### src/rtl/mem_stage_pkg.sv
// Shared pipeline definitions: inter-stage bus widths, field offsets and load-size decode.
package mem_stage_pkg;

    localparam int EX_MEM_BUS_W = 108;
    localparam int MEM_WB_BUS_W = 70;
    localparam int MEM_ID_BUS_W = 38;

    // EX->MEM bus field offsets (LSB positions, MSB-first packing)
    localparam int EXB_PC_LSB       = 76;
    localparam int EXB_RES_FROM_MEM = 75;
    localparam int EXB_RF_WE        = 74;
    localparam int EXB_WADDR_LSB    = 69;
    localparam int EXB_ALU_LSB      = 37;
    localparam int EXB_RKD_LSB      = 5;
    localparam int EXB_ADDR_LO_LSB  = 3;
    localparam int EXB_OP_B         = 2;
    localparam int EXB_OP_H         = 1;
    localparam int EXB_OP_U         = 0;

    // MEM->WB / MEM->ID bus field offsets
    localparam int MWB_PC_LSB    = 38;
    localparam int MWB_RF_WE     = 37;
    localparam int MWB_WADDR_LSB = 32;
    localparam int MWB_RES_LSB   = 0;

    typedef enum logic [1:0] {
        LD_WORD = 2'd0,
        LD_HALF = 2'd1,
        LD_BYTE = 2'd2
    } ld_size_e;

    function automatic ld_size_e ld_size(input logic op_b, input logic op_h);
        if (op_b)      return LD_BYTE;
        else if (op_h) return LD_HALF;
        else           return LD_WORD;
    endfunction

endpackage

### src/rtl/mem_stage_load_align.sv
// Combinational byte/half/word extraction and zero/sign extension of RAM read data.
module load_align
    import mem_stage_pkg::*;
(
    input  logic [31:0] eff_rdata,
    input  logic [1:0]  addr_lo,
    input  logic        op_b,
    input  logic        op_h,
    input  logic        op_u,
    output logic [31:0] load_result
);

    logic [7:0]  byte_s;
    logic [15:0] half_s;

    // Lane select; half loads ignore addr_lo[0] so misaligned halves never trap
    always_comb begin
        byte_s = eff_rdata[7:0];
        case (addr_lo)
            2'd0:    byte_s = eff_rdata[7:0];
            2'd1:    byte_s = eff_rdata[15:8];
            2'd2:    byte_s = eff_rdata[23:16];
            2'd3:    byte_s = eff_rdata[31:24];
            default: byte_s = eff_rdata[7:0];
        endcase
        if (addr_lo[1]) half_s = eff_rdata[31:16];
        else            half_s = eff_rdata[15:0];
    end

    // Size-dependent extension
    always_comb begin
        load_result = eff_rdata;
        case (ld_size(op_b, op_h))
            LD_BYTE: load_result = {{24{~op_u & byte_s[7]}}, byte_s};
            LD_HALF: load_result = {{16{~op_u & half_s[15]}}, half_s};
            LD_WORD: load_result = eff_rdata;
            default: load_result = eff_rdata;
        endcase
    end

endmodule

### src/rtl/mem_stage.sv
// MEM pipeline stage: valid/allowin handshake, payload register, load-data capture
// across WB stalls, and result selection for WB and ID forwarding.
module mem_stage
    import mem_stage_pkg::*;
(
    input  logic                    clk,
    input  logic                    resetn,
    input  logic                    ex_to_mem_valid,
    input  logic [EX_MEM_BUS_W-1:0] ex_to_mem_bus,
    output logic                    mem_allowin,
    input  logic [31:0]             data_sram_rdata,
    input  logic                    wb_allowin,
    output logic                    mem_to_wb_valid,
    output logic [MEM_WB_BUS_W-1:0] mem_to_wb_bus,
    output logic [MEM_ID_BUS_W-1:0] mem_to_id_bus
);

    logic                    mem_valid_r;
    logic                    first_cyc_r;
    logic [EX_MEM_BUS_W-1:0] payload_r;
    logic [31:0]             rdata_hold_r;

    logic        mem_ready_go_s;
    logic        accept_s;
    logic [31:0] eff_rdata_s;
    logic [31:0] load_result_s;
    logic [31:0] final_result_s;
    logic        rf_we_s;
    logic        unused_rkd_s;

    assign mem_ready_go_s  = 1'b1;
    assign mem_allowin     = ~mem_valid_r | (wb_allowin & mem_ready_go_s);
    assign mem_to_wb_valid = mem_valid_r & mem_ready_go_s;
    assign accept_s        = ex_to_mem_valid & mem_allowin;

    // Handshake state, payload capture and load-data hold
    always_ff @(posedge clk or negedge resetn) begin
        if (!resetn) begin
            mem_valid_r  <= 1'b0;
            first_cyc_r  <= 1'b0;
            payload_r    <= {EX_MEM_BUS_W{1'b0}};
            rdata_hold_r <= 32'h0000_0000;
        end else begin
            if (mem_allowin) begin
                mem_valid_r <= ex_to_mem_valid;
            end
            if (accept_s) begin
                payload_r <= ex_to_mem_bus;
            end
            first_cyc_r <= accept_s;
            // RAM data is only valid in the first cycle; keep it for stalled cycles
            if (mem_valid_r & first_cyc_r) begin
                rdata_hold_r <= data_sram_rdata;
            end
        end
    end

    assign eff_rdata_s = first_cyc_r ? data_sram_rdata : rdata_hold_r;

    load_align u_load_align (
        .eff_rdata   (eff_rdata_s),
        .addr_lo     (payload_r[EXB_ADDR_LO_LSB +: 2]),
        .op_b        (payload_r[EXB_OP_B]),
        .op_h        (payload_r[EXB_OP_H]),
        .op_u        (payload_r[EXB_OP_U]),
        .load_result (load_result_s)
    );

    assign final_result_s = payload_r[EXB_RES_FROM_MEM] ? load_result_s
                                                        : payload_r[EXB_ALU_LSB +: 32];
    assign rf_we_s        = payload_r[EXB_RF_WE] & mem_valid_r;
    assign unused_rkd_s   = ^payload_r[EXB_RKD_LSB +: 32];

    assign mem_to_wb_bus = {payload_r[EXB_PC_LSB +: 32], rf_we_s,
                            payload_r[EXB_WADDR_LSB +: 5], final_result_s};
    assign mem_to_id_bus = {rf_we_s, payload_r[EXB_WADDR_LSB +: 5], final_result_s};

endmodule

### config.mk
export PLATFORM = sky130hd
export DESIGN_NAME = mem_stage
export DESIGN_NICKNAME = d
export VERILOG_FILES = /design/src/rtl/mem_stage_pkg.sv /design/src/rtl/mem_stage_load_align.sv /design/src/rtl/mem_stage.sv
export SDC_FILE = /design/constraint.sdc
export NUM_CORES = 1
export LEC_CHECK = 0
export ABC_AREA = 1
export CAP_MARGIN = 30
export CORE_MARGIN = 1
export CORE_UTILIZATION = 48
export CTS_CLUSTER_DIAMETER = 30
export DETAILED_ROUTE_END_ITERATION = 12
export PLACE_DENSITY = 0.87
export SYNTH_ARGS = -nofsm -noshare
export SYNTH_HDL_FRONTEND = slang
export SYNTH_SLANG_ARGS = --single-unit
### constraint.sdc
create_clock -name clk -period 2.6 [get_ports clk]
set_input_delay 0.52 -clock clk [delete_from_list [all_inputs] [get_ports clk]]
set_output_delay 0.52 -clock clk [all_outputs]
set_load 0.01 [all_outputs]
==> metrics.cfg <==
[finish]
final_layout_size_suffix_gt1_frac=0.258
nets=1182
fin_area_sq_mm=0.00907
area_delta_synth_final_pct=40.4
fin_cells=1219
antenna_cells=0

[placed_design]
dp_cells=1185
port_buffers=221
place_area_sq_mm=0.00845
hpwl_um=13000
gp_congestion=0.956

[yosys]
synth_common_cells=nand2_1, dfrtp_1, buf_4, inv_1, nor2_1
async_flop_share=1.00
synth_nets=1008
yosysWarningCount=0
yosysSeqAreaShare=0.426
yosysTopAreaCell=dfrtp_1
mappedNetlistArea_sq_mm=0.00646
yosysMostFrequentCell=nand2_1
syn_inst=864
synth_edf_count=0
synth_seq_cells=110
synthFlopType=dfrtp_1
synthTopCellsByArea=dfrtp_1, nand2_1, buf_4
avgSynthCellArea_sq_um=7.47
ys_types=33
synth_top_area_frac=0.426

[job]
maxCapViolCount=0

[grt]
grt_pass1_vias=5880
grt_max_degree=52
antenna_found_initial=0
grt.overflow.total=0
grt_pass1_wl_um=29300
grt.total_usage=0.271

[outcome]
status=finished, violations left
violations=negative setup slack

[setup_path]
worstPathRequired_ns=2.08
crit_path_top_delay_cell=dfrtp_2
crit_top_cell=nand2_4
arrival_ns=2.19
cp_max_fo=6
r2r_setup_slack_ns=0.93
path_cells=clkinv_4, buf_6, nand2_4, nand3_4, nand2_2, inv_2, nand2_4, nand3_4, buf_4, buf_6, nand2_4, nand2_4, nand2_4, buf_6
end_kind=output pin
slowest_delay_ns=0.43
start_kind=register
worst-setup-path-type=register to output pin

[clock_network]
insertion_delay_ns=0.36
clock_tree.buffer_depth=2
cts_tree=built
cts_root_buffer=clkbuf_16
clkTransAtPathRegs_ns=0.07
postCtsHoldBufs=0
cts_buffers=9
cts_sinks=110
htreeDepth=3

[power]
p_leak_uw=0.00466
powerDensity_mw_per_mm2=678
ir_drop_mv=0.570

[drt]
drt_iter0_drc=403
drc_errors=0
dr.pass1.iters=5
vias=6211
via_per_inst=5.10
post_drt_wl_per_cell_um=15.9
routed_wl_um=19300
ant_nets=0

[floorplanning]
ios=254
die_h_um=118
fp.dieW_um=118
start_util=0.490
fp-row-count=42
core-area_sq_mm=0.0132
dieArea_sq_mm=0.0139

[sta]
rsz0062_at_grt=yes
clock.fmax_mhz=370
setup_ws_ns=-0.106
skew_ns=0.00410
fin_crit_sh=1.04
hold_slack_ns=0.163
slew_violations=0
slew_headroom=0.591
period_needed_ns=2.71
hold_viol_final=0
worstMarginPinSlew_ns=0.613
finalSetupViolations=25

[worst_hold_path]
hold_class=primary input to asynchronous set/reset pin

[flip-flops by register name (all words and copies together) (netlist names)]
register / flops
first_cyc_r: 1
payload_r: 76
mem_to_wb_valid: 1
rdata_hold_r: 32
[critical path: cells and delay by family, from the launching register on]
family,cells,cell delay [ns]
and+or+nand+nor,8,0.67
buffers and inverters,6,0.72
DFF,1,0.43
[final timing paths]
path / end / start / depth (start not counted)
worst min register to register: payload_r[55]$_DFFE_PN0P_ / payload_r[55]$_DFFE_PN0P_ / 2
min in group clk: payload_r[55]$_DFFE_PN0P_ / payload_r[55]$_DFFE_PN0P_ / 2
worst max register to register: rdata_hold_r[16]$_DFFE_PN0P_ / first_cyc_r$_DFF_PN0_ / 4
worst min-delay path: rdata_hold_r[21]$_DFFE_PN0P_ / resetn / 1
worst max-delay path: mem_to_id_bus[12] / first_cyc_r$_DFF_PN0_ / 14
max in group asynchronous: payload_r[56]$_DFFE_PN0P_ / resetn / 2
[through the flow]
| stage | setup TNS [ns] | power (uW) | setup WS (ns) | util |
|---|---|---|---|---|
| 2_1_floorplan | 0 | 3630 | 0.606 | - |
| 3_3_place_gp | -20.70 | 4560 | -0.426 | 0.641 |
| 3_5_place_dp | -21.65 | 4630 | -0.458 | 0.641 |
| 4_1_cts | -0.892 | 5900 | -0.0903 | 0.663 |
| 5_1_grt | -4.51 | 6470 | -0.179 | 0.687 |
| 6_report | -1.62 | 6150 | -0.106 | 0.687 |
[cell usage in the layout, fill, tap and decap left out, types with 4 or more instances in the layout]
| cell type | netlist | final |
|---|---|---|
| mux2_1 | 7 | 7 |
| nor2_2 | 2 | 5 |
| dfrtp_1 | 110 | 109 |
| o21ai_2 | 1 | 5 |
| nand3_4 | 1 | 4 |
| buf_6 | 5 | 31 |
| clkbuf_2 | 0 | 12 |
| mux2_2 | 13 | 13 |
| o211ai_1 | 6 | 6 |
| clkbuf_16 | 0 | 10 |
| nand2_1 | 378 | 345 |
| nand3_1 | 22 | 16 |
| or2_2 | 19 | 17 |
| buf_12 | 1 | 6 |
| nand2_2 | 6 | 29 |
| clkdlybuf4s50_1 | 0 | 152 |
| inv_2 | 6 | 17 |
| o21ai_1 | 14 | 10 |
| nor2_1 | 34 | 31 |
| inv_1 | 52 | 40 |
| nand3_2 | 12 | 16 |
| buf_2 | 18 | 30 |
| nand2_4 | 2 | 12 |
| o21ai_0 | 25 | 22 |
| buf_4 | 77 | 40 |
| dlygate4sd2_1 | 0 | 6 |
| a21oi_1 | 21 | 18 |
| a31oi_1 | 4 | 4 |
[power by group]
part | switching (uW) | internal (uW) | leakage (uW)
registers | 178 | 1990 | 0.00133
clock network | 698 | 678 | 0.000137
logic | 1360 | 1240 | 0.00319
[per-layer routing]
layer,vias to the layer above,track usage,part of all wire
met2,311,0.481,0.51
li1,2939,-,-
met4,0,0.0793,0.028
met5,-,0,0
met3,40,0.0741,0.083
met1,2921,0.318,0.38
[cell families (layout without fill, tap and decap cells)]
kind of cell,after synthesis,count (layout),share of synthesized area
AO/OA/AOI/OAI,76,76,0.0653
AND/OR/NAND/NOR,480,481,0.311
multiplexers,20,20,0.0349
flip-flops,110,110,0.426
buffers and inverters,178,356,0.162
[final cells by class]
cell class,instances,area (sq um)
Fill cell,1027,4120
Multi-Input combinational cell,577,2930
Sequential cell,110,2750
Timing Repair Buffer,281,2630
Clock buffer,10,229
Inverter,59,229
Tap cell,176,220
Clock inverter,6,67.6
[timing repair]
action | 4_1_cts | 5_1_grt
resized for setup | 225 | 141
setup buffers | 4 | 12
pin swaps | 5 | 23
endpoints found under the setup margin | 64 | 64
cloned | 2 | 1
(Power assumes the default switching activity.)
